**src/rtl/cpu_types_pkg.sv**
```systemverilog
// Shared CPU types: the 32-bit word and the instruction-cache frame layout.
package cpu_types_pkg;

    typedef logic [31:0] word_t;

    localparam int ITAG_W  = 26;
    localparam int IIDX_W  = 4;
    localparam int IFRAMES = 16;

    typedef struct packed {
        logic              valid;
        logic [ITAG_W-1:0] tag;
        word_t             data;
    } icache_frame_t;

endpackage

```
**src/rtl/icache.sv**
```systemverilog
// Direct-mapped, read-only instruction cache: 16 one-word frames, zero-cycle
// hits, and a single blocking fill from memory control on every miss.
module icache
    import cpu_types_pkg::*;
(
    input  logic  CLK,
    input  logic  nRST,
    input  logic  imemREN,
    input  word_t imemaddr,
    output logic  ihit,
    output word_t imemload,
    input  logic  iflush,
    output logic  iREN,
    output word_t iaddr,
    input  logic  iwait,
    input  word_t iload
);

    typedef enum logic {IDLE, FETCH} icache_state_t;

    icache_state_t     state, state_nxt;
    icache_frame_t     frames [IFRAMES];
    logic [29:0]       fill_addr;
    logic              flush_pend;

    logic [IIDX_W-1:0] idx;
    logic [ITAG_W-1:0] tag;
    logic [IIDX_W-1:0] fill_idx;
    logic [ITAG_W-1:0] fill_tag;
    logic              hit;
    logic              start_fill;
    logic              fill_done;
    logic              unused_offset;

    // Byte offset never selects anything: misaligned fetches read the whole word.
    assign unused_offset = ^imemaddr[1:0];

    // Lookup, memory-side request and next-state decision.
    always_comb begin
        idx        = imemaddr[5:2];
        tag        = imemaddr[31:6];
        fill_idx   = fill_addr[IIDX_W-1:0];
        fill_tag   = fill_addr[29:4];
        hit        = 1'b0;
        start_fill = 1'b0;
        fill_done  = 1'b0;
        state_nxt  = state;
        ihit       = 1'b0;
        imemload   = '0;
        iREN       = 1'b0;
        iaddr      = '0;

        case (state)
            IDLE: begin
                hit = imemREN && !iflush && frames[idx].valid && (frames[idx].tag == tag);
                if (imemREN && !iflush && !hit) begin
                    start_fill = 1'b1;
                    state_nxt  = FETCH;
                end
            end
            FETCH: begin
                iREN  = 1'b1;
                iaddr = {fill_addr, 2'b00};
                if (!iwait) begin
                    fill_done = 1'b1;
                    state_nxt = IDLE;
                end
            end
            default: state_nxt = IDLE;
        endcase

        ihit     = hit;
        imemload = hit ? frames[idx].data : '0;
    end

    // State, fill address and deferred-flush flag.
    always_ff @(posedge CLK or negedge nRST) begin
        if (!nRST) begin
            state      <= IDLE;
            fill_addr  <= '0;
            flush_pend <= 1'b0;
        end else begin
            state <= state_nxt;
            if (start_fill)
                fill_addr <= imemaddr[31:2];
            // A flush seen during a fill is held until the fill lands.
            if (fill_done)
                flush_pend <= 1'b0;
            else if (state == FETCH && iflush)
                flush_pend <= 1'b1;
        end
    end

    // Frame array: fill on the completing edge, flushes clear every valid bit.
    always_ff @(posedge CLK or negedge nRST) begin
        if (!nRST) begin
            for (int i = 0; i < IFRAMES; i++)
                frames[i] <= '0;
        end else if (fill_done) begin
            frames[fill_idx] <= '{valid: !(flush_pend || iflush), tag: fill_tag, data: iload};
            if (flush_pend || iflush) begin
                for (int i = 0; i < IFRAMES; i++)
                    if (i != int'(fill_idx))
                        frames[i].valid <= 1'b0;
            end
        end else if (state == IDLE && iflush) begin
            for (int i = 0; i < IFRAMES; i++)
                frames[i].valid <= 1'b0;
        end
    end

endmodule
```
**config.mk**
```make
export PLATFORM = sky130hd
export DESIGN_NAME = icache
export DESIGN_NICKNAME = d
export VERILOG_FILES = /design/src/rtl/cpu_types_pkg.sv /design/src/rtl/icache.sv
export SDC_FILE = /design/constraint.sdc
export NUM_CORES = 1
export LEC_CHECK = 0
export CORE_MARGIN = 2
export CORE_UTILIZATION = 30
export DETAILED_ROUTE_END_ITERATION = 12
export GPL_ROUTABILITY_DRIVEN = 0
export SLEW_MARGIN = 20
export SYNTH_ARGS = -nofsm -noshare
export SYNTH_HDL_FRONTEND = slang
export SYNTH_SLANG_ARGS = --single-unit
export TNS_END_PERCENT = 20
```
**constraint.sdc**
```tcl
create_clock -name CLK -period 12.5 [get_ports CLK]
set_clock_uncertainty 0.15 [all_clocks]
set_input_delay 2.5 -clock CLK [delete_from_list [all_inputs] [get_ports CLK]]
set_output_delay 2.5 -clock CLK [all_outputs]
set_load 0.01 [all_outputs]
```
Yosys cells after proc, flatten, opt, wreduce, memory -nomap -nowiden
Index checks and enable logic that the tools add are counted.
{"block": "totals", "out_inout_bits": 66, "register_bits": 976, "wordCells": 154}
{"block": "op_classes", "order_cmp": 3, "muxes": 67, "n_eq_ne": 16, "n_bitwise": 3, "reduce_logical": 14}
{"operator": "bitwise mux 944 bit", "n": 1}
{"operator": "binary-select mux 59 bit (select 4 bit)", "n": 1}
{"operator": "demux 59 bit (select 4 bit)", "n": 1}
{"operator": "2-to-1 mux 59 bit", "n": 3}
{"operator": "2-to-1 mux 32 bit", "n": 2}
{"operator": "2-to-1 mux 1 bit", "n": 58}
{"operator": "!= test 4 bit (first input constant)", "n": 8}
{"operator": "== test 26 bit", "n": 1}
{"operator": "!= test 3 x 4 -> 1 bit (first input constant)", "n": 4}
{"operator": ">= comparator 5 bit (second input constant)", "n": 2}
{"operator": "inverter 4 -> 5 bit", "n": 2}
{"operator": "!= test 2 x 4 -> 1 bit (first input constant)", "n": 2}
{"operator": "logical AND 1 bit", "n": 7}
{"operator": "< comparator 5 x 1 -> 1 bit (second input constant)", "n": 1}
{"operator": "!= test 1 x 4 -> 1 bit (first input constant)", "n": 1}
{"operator": "nonzero test 2 bit", "n": 2}
{"operator": "nonzero test 4 bit", "n": 1}
{"operator": "logical NOT 1 bit", "n": 3}
{"operator": "case mux 1 bit (2 select lines)", "n": 1}
{"operator": "logical OR 1 bit", "n": 1}
{"operator": "inverter 1 bit", "n": 1}

Depth between registers and ports, before layout
Gate-level depths: netlist of the first run.
{"block": "depth", "depth_word": 10, "ltp_mapped": 13, "depth_no_buf": 8}

Least setup slack after synthesis of the first run
Ideal clock, no wire load.
{"block": "synth_timing", "path_kind": "input-to-output", "startpoint": "input imemaddr[2]", "endpoint": "output imemload[22]", "t_required_ns": 9.850, "t_arrival_ns": 5.345, "slack_ns": 4.505, "path_stages": 10, "path_cell_list": "buf_4 -> buf_4 -> buf_6 -> buf_2 -> buf_2 -> buf_2 -> buf_2 -> mux4_2 -> mux4_2 -> and2_1"}
{"block": "synth_via", "elab_chain_cells": 8}
{"item": "start: declaration", "line_no": "icache.sv:9", "text": "input word_t imemaddr,"}
{"item": "inverter 4 -> 5 bit (not written as such) *", "line_no": "icache.sv:55, icache.sv:73"}
{"item": "binary-select mux 59 bit (select 4 bit) *", "line_no": "icache.sv:55, icache.sv:73"}
{"item": "2-to-1 mux 59 bit (not written as such) * (2 in a row)", "line_no": "icache.sv:73", "text": "imemload = hit ? frames[idx].data : '0;"}
{"item": "== test 26 bit / logical AND 1 bit (equally long branches)", "line_no": "icache.sv:55", "text": "hit = imemREN && !iflush && frames[idx].valid && (frames[idx].tag == tag);"}
{"item": "logical AND 1 bit", "line_no": "icache.sv:55"}
{"item": "2-to-1 mux 1 bit", "line_no": "icache.sv:53", "text": "case (state)"}
{"item": "2-to-1 mux 32 bit *", "line_no": "icache.sv:73"}
{"item": "end: declaration", "line_no": "icache.sv:11", "text": "output word_t imemload,"}
Every way passes the cells marked *; elsewhere a longest branch is shown, timed or not. The select of a mux whose other input is x is not followed.

Final worst setup path of the first run
{"block": "layout_timing", "startpoint": "input imemaddr[3]", "endpoint": "output imemload[31]"}
Same word-level chain as after synthesis.

==> metrics.log, run 1 <==
INFO  metric outcome = complete, no violations
INFO  metric yosys.area_share.simple = between 2 and 2.5%
INFO  metric clockBufferDepth = 3
INFO  metric hp-class = register to register
INFO  metric regToRegStartpoint = frames[406]
INFO  metric preCtsSetupSlack = 2.25 ns
INFO  metric post-cts-setup-buffers = 0
INFO  metric postLayoutCoreUtil = between 30% and 40%
INFO  metric detail_route.wl_per_cell = 24.1 um
INFO  metric worst_ep_required_time = 9.85 ns
INFO  metric drc = 0
INFO  metric vias = 24500
INFO  metric grt_pass1_wl = 175000 um
INFO  metric critPathTopFamily = buffers and inverters
INFO  metric ant_nets = 0
INFO  metric r2r-end = fill_addr[29]
INFO  metric slew_headroom = 29.2%
INFO  metric cts_tree = built
INFO  metric setup_viol = 0
INFO  metric vias_per_cell = 5.07
INFO  metric mapped_cell_area = 44400 um2
INFO  metric worstRegToRegCells = 8
INFO  metric layout.nets = roughly 2900
INFO  metric max_cap_violations = 0
INFO  metric numPlacedInstances = 4643
INFO  metric drv_slew = 0
INFO  metric netlist_top_cells_area = sky130_fd_sc_hd__dfrtp_1, sky130_fd_sc_hd__mux2_2, sky130_fd_sc_hd__mux4_2
INFO  metric layout_setup_ws = around 2.4 ns
INFO  metric grt_setup_unrepaired = no
INFO  metric die_area = 151000 um2
INFO  metric routed_wire_length = 116000 um
INFO  metric final_layout_size_suffix_gt1_share = 50.3%
INFO  metric layout_worst_path_cycle_share = between 80% and 90%
INFO  metric core = 147000 um2
INFO  metric post_synth_xor_xnor_area = 0.690%
INFO  metric detail_route.iter0.violations = 1489
INFO  metric hold_path_end = frames[524]
INFO  metric critPathArrivalTime = 7.48 ns
INFO  metric count_of_final_hold_check_violations = 0
INFO  metric critPathCaptureType = primary output
INFO  metric cts.sinks = between 900 and 1000
INFO  metric worst_setup_path_start_kind = input pin
INFO  metric peakVddDrop = between 0.1 and 0.15 mV
INFO  metric main_combinational_cell_family_by_area_after_synthesis = multiplexers
INFO  metric crit_path_top_delay_cell = sky130_fd_sc_hd__clkbuf_8
INFO  metric min_path_cells = 1
INFO  metric yosysTopAreaCellShare = 55.0%
INFO  metric hp-start = frames[524]
INFO  metric clock-root-buffer = sky130_fd_sc_hd__clkbuf_16
INFO  metric max_freq = 0.0988 GHz
INFO  metric yosys.area.top_type = sky130_fd_sc_hd__dfrtp_1
INFO  metric die-width = 389 um
INFO  metric final-instance-count-excl-fill = 4829
INFO  metric synthesized_area_fraction_occupied_by_adder_cells = 0%
INFO  metric grt_antenna_before_repair = 18
INFO  metric synth_cell_types = 50
INFO  metric syn-instance-count = approximately 2800
INFO  metric synth_edf_count = 0
INFO  metric timing_worst_slew_pin_value = 1.06 ns
INFO  metric most_instantiated_flip_flop_cell_in_the_synthesis_netlist = sky130_fd_sc_hd__dfrtp_1
INFO  metric synth.ff_latch_count = just under 1000
INFO  metric critical_path.cell_chain = clkbuf_8 -> buf_4 -> mux4_2 -> o22ai_1 -> a21oi_1 -> xnor2_1 -> o2111ai_1 -> or4_4 -> nor4_4 -> buf_4 -> and2_1 -> clkdlybuf4s50_1
INFO  metric floorplan.die.height = 389 um
INFO  metric finalPower = 0.0105 W
INFO  metric worst_skew_pair.late_latency = 0.69 ns
INFO  metric synth_compound_area_share = 1.24%
INFO  metric port-buffer-count = 130
INFO  metric cp_common_cell = sky130_fd_sc_hd__buf_4
INFO  metric finalWorstPathRequiredPeriod = approximately 10 ns
INFO  metric post_cts.resized_instances = 0
INFO  metric timing.setup.tns = 0 ns
INFO  metric timing.critical_path.buf_inv = 4
INFO  metric drt_pre_antenna_iters = 4
INFO  metric cts_made_buffers = 99
INFO  metric worst-setup-path-type = input pin to primary output
INFO  metric synth.area.mux_share = 38.6%
INFO  metric clk_pin_slew_worst_paths = 0.06 ns
INFO  metric dpl.hpwl = 65200 um
INFO  metric ys.warnings.count = 0
INFO  metric synth.yosys.seq_area_share = between 50 and 60%
INFO  metric cts.htree.levels = 3
INFO  metric top_level_ports = 135
INFO  metric power.static_leakage = 23.2 nW
INFO  metric power_density_normalized_to_cell_area = 205 nW/um2
INFO  metric maximum_number_of_pins_on_one_net_before_global_route_repair = 154
INFO  metric initial_utilization = 30.1%
INFO  metric synth_async_sr_flop_share = between 90% and 100%
INFO  metric path_max_fanout = 73
INFO  metric track_usage = 15.3%
INFO  metric post_synth.cell_area_avg = ~16 um2
INFO  metric row_count = 141
INFO  metric grt_pass1_vias = 25600
INFO  metric grt_remaining_overflow = 0
INFO  metric critPathMaxStageDelay = 0.66 ns
INFO  metric cts.hold.buffers_added = 0
INFO  metric worst_setup_slack_for_register_to_register_paths = 7.93 ns
INFO  metric synth_to_final_area_change = 14.8%
[power breakdown]
part | switching [W] | internal (W)
clock network | 0.00128 | 0.00179
logic | 0.000784 | 0.00157
registers | 0.000651 | 0.00438
[layer usage]
layer | up-vias | wire, um | GRT usage, %
met5 | - | 138 | 0
met4 | 22 | 1800 | 2.66
met1 | 13500 | 55700 | 22.2
met2 | 371 | 53900 | 24.1
met3 | 155 | 4740 | 3.00
li1 | 10400 | - | -
[kinds of logic (layout without fill, tap and decap cells)]
logic type / Yosys count / in the layout
and+or+nand+nor: 170 / 170
DFF: 976 / 976
muxes: 1269 / 1269
xor gates and xnor gates: 35 / 35
AOI/OAI and AO/OA: 79 / 79
buffers and inverters: 249 / 366
other: 1 / 4
[cell usage in the layout (no fill, tap or decap), drive strengths merged, types with 7 or more instances in the layout]
cell type / instances
a211oi: 7
a21oi: 23
a221oi: 9
and2: 65
buf: 52
bufinv: 9
clkbuf: 143
clkdlybuf4s50: 125
clkinv: 28
dfrtp: 976
inv: 7
mux2: 967
mux2i: 51
mux4: 251
nand2: 30
nand2b: 7
nor2: 36
nor2b: 10
o22ai: 17
xnor2: 26
xor2: 9
[area by class of cell]
type                            count  area (um2)
Timing Repair Buffer              178        1720
Multi-Input combinational cell   1555       19100
Fill cell                       14100       96500
Antenna cell                        2        5.00
Sequential cell                   976       24400
Tap cell                         1930        2410
Clock inverter                     41         490
Clock buffer                      142        2880
Inverter                            5        21.3
[synthesized netlist by cell type (2+ instances only)]
cell	instances
sky130_fd_sc_hd__or2_2	2
sky130_fd_sc_hd__a211oi_1	7
sky130_fd_sc_hd__o22ai_1	17
sky130_fd_sc_hd__mux2_4	29
sky130_fd_sc_hd__and3_1	2
sky130_fd_sc_hd__xnor2_1	26
sky130_fd_sc_hd__o2111ai_1	2
sky130_fd_sc_hd__nor2b_1	10
sky130_fd_sc_hd__nand3_1	4
sky130_fd_sc_hd__mux4_1	3
sky130_fd_sc_hd__xor2_1	9
sky130_fd_sc_hd__a21oi_1	23
sky130_fd_sc_hd__nor3_1	4
sky130_fd_sc_hd__a31oi_1	2
sky130_fd_sc_hd__buf_2	29
sky130_fd_sc_hd__nor2_1	36
sky130_fd_sc_hd__o211ai_1	2
sky130_fd_sc_hd__o21ai_0	2
sky130_fd_sc_hd__nor3b_1	2
sky130_fd_sc_hd__nand2_1	30
sky130_fd_sc_hd__a221oi_1	9
sky130_fd_sc_hd__buf_4	15
sky130_fd_sc_hd__nor4_1	3
sky130_fd_sc_hd__dfrtp_1	976
sky130_fd_sc_hd__buf_1	28
sky130_fd_sc_hd__mux2i_1	51
sky130_fd_sc_hd__mux4_2	248
sky130_fd_sc_hd__nand2b_1	7
sky130_fd_sc_hd__mux2_2	938
sky130_fd_sc_hd__and2_0	2
sky130_fd_sc_hd__a22o_1	2
sky130_fd_sc_hd__a22oi_1	5
sky130_fd_sc_hd__clkbuf_1	166
sky130_fd_sc_hd__a221o_1	2
sky130_fd_sc_hd__inv_1	4
sky130_fd_sc_hd__and2_1	63
sky130_fd_sc_hd__buf_6	6
[per-stage QoR]
step | area [um2] | hold WS [ns]
floorplan | 44400 | 0.307
global placement | 47600 | 0.324
detailed placement | 47600 | 0.337
CTS | 51000 | 0.351
global route | 51000 | 0.355
finish | 51000 | 0.348
[worst max-delay path by stage]
stage / depth (start not counted) / slack [ns] / startpoint / endpoint
6_report: 12 / 2.37 / imemaddr[3] / imemload[31]
5_1_grt: 12 / 2.10 / imemaddr[3] / imemload[31]
4_1_cts: 12 / 2.24 / imemaddr[3] / imemload[31]
3_5_place_dp: 12 / 2.25 / imemaddr[3] / imemload[31]
3_3_place_gp: 12 / 2.31 / imemaddr[3] / imemload[31]
2_1_floorplan: 10 / 4.50 / imemaddr[2] / imemload[22]
[registers in the layout, summed over array words and instances, names as in the netlist]
| signal | flops |
|---|---|
| frames | 944 |
| fill_addr | 30 |
| flush_pend | 1 |
| state | 1 |
[worst reg2reg max path, stage by stage, from the launching register on]
cell	delay [ns]
sky130_fd_sc_hd__dfrtp_1	0.38
sky130_fd_sc_hd__mux4_1	0.53
sky130_fd_sc_hd__mux4_2	0.49
sky130_fd_sc_hd__xnor2_1	0.33
sky130_fd_sc_hd__o2111ai_1	0.22
sky130_fd_sc_hd__or4_4	0.62
sky130_fd_sc_hd__o31ai_4	0.79
sky130_fd_sc_hd__buf_4	0.55
sky130_fd_sc_hd__mux2_2	0.41
(Power assumes the default switching activity.)
==> run 2: changes to the inputs <==
==> constraint.sdc (replaced) <==
create_clock -name CLK -period 9.53 [get_ports CLK]
set_clock_uncertainty 0.15 [all_clocks]
set_input_delay 1.906 -clock CLK [delete_from_list [all_inputs] [get_ports CLK]]
set_output_delay 1.906 -clock CLK [all_outputs]
set_load 0.01 [all_outputs]
==> metrics.log, run 2 (synthesis results as in run 1) <==
INFO  metric postLayoutCoreUtil = 34.6% (about the same)
INFO  metric cts_tree = built (unchanged)
INFO  metric worst_ep_required_time = 7.47 ns (was 9.85 ns)
INFO  metric layout.nets = 2887 (was 2884)
INFO  metric detail_route.wl_per_cell = 24.2 um (was 24.1 um)
INFO  metric grt_pass1_wl = 177000 um (was 175000 um)
INFO  metric setup_viol = 0 (unchanged)
INFO  metric cp_common_cell = sky130_fd_sc_hd__buf_4 (unchanged)
INFO  metric layout.cells.most_common = sky130_fd_sc_hd__dfrtp_1 (unchanged)
INFO  metric port-buffer-count = 130 (unchanged)
INFO  metric power_density_normalized_to_cell_area = 270 nW/um2 (was 205 nW/um2)
INFO  metric vias_per_cell = 5.08 (was 5.07)
INFO  metric maximum_number_of_pins_on_one_net_before_global_route_repair = 174 (was 154)
INFO  metric cts.sinks = 976 (unchanged)
INFO  metric post-cts-setup-buffers = 0 (unchanged)
INFO  metric final_layout_size_suffix_gt1_share = 50.3% (about the same)
INFO  metric detail_route.iter0.violations = 1410 (was 1489)
INFO  metric count_of_final_hold_check_violations = 0 (unchanged)
INFO  metric power.static_leakage = 23.2 nW (about the same)
INFO  metric critPathMaxStageDelay = 0.59 ns (was 0.66 ns)
INFO  metric ant_nets = 0 (unchanged)
INFO  metric drv_slew = 0 (unchanged)
INFO  metric grt_pass1_vias = 26200 (was 25600)
INFO  metric drc = 0 (unchanged)
INFO  metric critPathArrivalTime = 6.45 ns (was 7.48 ns)
INFO  metric die-width = 389 um (unchanged)
INFO  metric core = 147000 um2 (unchanged)
INFO  metric peakVddDrop = 0.154 mV (was 0.107 mV)
INFO  metric routed_wire_length = 117000 um (was 116000 um)
INFO  metric max_freq = 0.118 GHz
INFO  metric max_cap_violations = 0 (unchanged)
INFO  metric path_max_fanout = 68 (was 73)
INFO  metric grt_remaining_overflow = 0 (unchanged)
INFO  metric final-instance-count-excl-fill = 4827 (was 4829)
INFO  metric number_of_flip_flops_in_the_largest_register = 944 (unchanged)
INFO  metric crit_path_top_delay_cell = sky130_fd_sc_hd__clkbuf_8 (unchanged)
INFO  metric top_level_ports = 135 (unchanged)
INFO  metric holdWs = 0.342 ns (was 0.348 ns)
INFO  metric cts_made_buffers = 97 (was 99)
INFO  metric post_cts.resized_instances = 0 (unchanged)
INFO  metric worst-setup-path-type = input pin to primary output (unchanged)
INFO  metric hp-class = register to register (unchanged)
INFO  metric grt_setup_unrepaired = no (unchanged)
INFO  metric synth_to_final_area_change = 14.9% (was 14.8%)
INFO  metric vias = 24500 (about the same)
INFO  metric clk_pin_slew_worst_paths = 0.06 ns (about the same)
INFO  metric layout_top_registers = frames (944), fill_addr (30) (unchanged)
INFO  metric grt_antenna_before_repair = 17 (was 18)
INFO  metric track_usage = 15.6% (was 15.3%)
INFO  metric drt_pre_antenna_iters = 5 (was 4)
INFO  metric timing_worst_slew_pin_value = 1.04 ns (was 1.06 ns)
INFO  metric layout_worst_path_cycle_share = 89.2%
INFO  metric critical_path.cell_chain = clkbuf_8 -> buf_4 -> mux4_2 -> mux2i_1 -> xnor2_1 -> nor4_1 -> a31oi_1 -> or4_1 -> nor4_4 -> buf_4 -> and2_1 -> clkdlybuf4s50_1 (was clkbuf_8 -> buf_4 -> mux4_2 -> o22ai_1 -> a21oi_1 -> xnor2_1 -> o2111ai_1 -> or4_4 -> nor4_4 -> buf_4 -> and2_1 -> clkdlybuf4s50_1)
INFO  metric worst_setup_slack_for_register_to_register_paths = 5.50 ns (was 7.93 ns)
INFO  metric slew_headroom = 30.5% (was 29.2%)
INFO  metric timing.setup.tns = 0 ns (unchanged)
INFO  metric finalPower = 0.0138 W (was 0.0105 W)
INFO  metric critPathCaptureType = primary output (unchanged)
INFO  metric outcome = complete, no violations (unchanged)
INFO  metric die_area = 151000 um2 (unchanged)
INFO  metric clock-root-buffer = sky130_fd_sc_hd__clkbuf_16 (unchanged)
INFO  metric worst_setup_path_start_kind = input pin (unchanged)
INFO  metric initial_utilization = 30.1% (unchanged)
INFO  metric floorplan.die.height = 389 um (unchanged)
INFO  metric clockBufferDepth = 3 (unchanged)
INFO  metric row_count = 141 (unchanged)
INFO  metric max_flop_register = frames (unchanged)
INFO  metric cts.htree.levels = 3 (unchanged)
INFO  metric worst_skew_pair.late_latency = 0.69 ns (about the same)
INFO  metric numPlacedInstances = 4649 (was 4643)
INFO  metric finalWorstPathRequiredPeriod = 8.50 ns
INFO  metric mostFrequentLayoutCells = sky130_fd_sc_hd__dfrtp_1, sky130_fd_sc_hd__mux2_2, sky130_fd_sc_hd__mux4_2, sky130_fd_sc_hd__clkdlybuf4s50_1, sky130_fd_sc_hd__clkbuf_16 (unchanged)
INFO  metric cts.hold.buffers_added = 0 (unchanged)
INFO  metric dpl.hpwl = 66100 um (was 65200 um)
==> run 2: final timing paths <==
kind | cells after the start | from | end
max reg2reg | 7 | state | frames[12]
min in group asynchronous | 1 | nRST | frames[229]
max in group asynchronous | 3 | nRST | frames[901]
min | 2 | frames[766] | frames[766]
max | 12 | imemaddr[3] | imemload[12]
min reg2reg | 2 | frames[766] | frames[766]
==> run 2: cell type report <==
cell class,count,area (um2)
fillers,14100,96400
well taps,1930,2410
flip-flops and latches,976,24400
inverters,5,21.3
diodes,3,7.51
multi-input cells,1555,19100
repair buffers,183,1770
clock buffers,134,2780
clock inverters,41,586
==> run 2: stage by stage <==
stage | area (um2) | setup slack [ns]
final | 51100 | 1.03
after floorplan | 44400 | 2.72
after global routing | 51100 | 0.706
after global placement | 47700 | 0.878
after detailed placement | 47700 | 0.935
after CTS | 51100 | 0.912
==> run 2: where the power goes <==
group	leakage [nW]	switching, W	internal (W)	total, W
clock network	1.66	0.00168	0.00239	0.00407
logic	8.69	0.00103	0.00206	0.00309
registers	12.9	0.000856	0.00575	0.00661
==> run 2: layer usage <==
| metal | global-route usage [%] | wire (um) | up-vias |
|---|---|---|---|
| met5 | 0 | 133 | - |
| li1 | - | - | 10400 |
| met1 | 22.6 | 55200 | 13500 |
| met3 | 3.48 | 6070 | 161 |
| met2 | 23.8 | 53200 | 474 |
| met4 | 3.43 | 2180 | 20 |
==> run 2: worst max-delay path: cells and delay by family <==
| family | cells | cell delay (ns) |
|---|---|---|
| simple gates | 4 | 1.27 |
| compound gates | 1 | 0.05 |
| xor+xnor | 1 | 0.17 |
| mux | 2 | 0.85 |
| buf+inv | 4 | 2.09 |
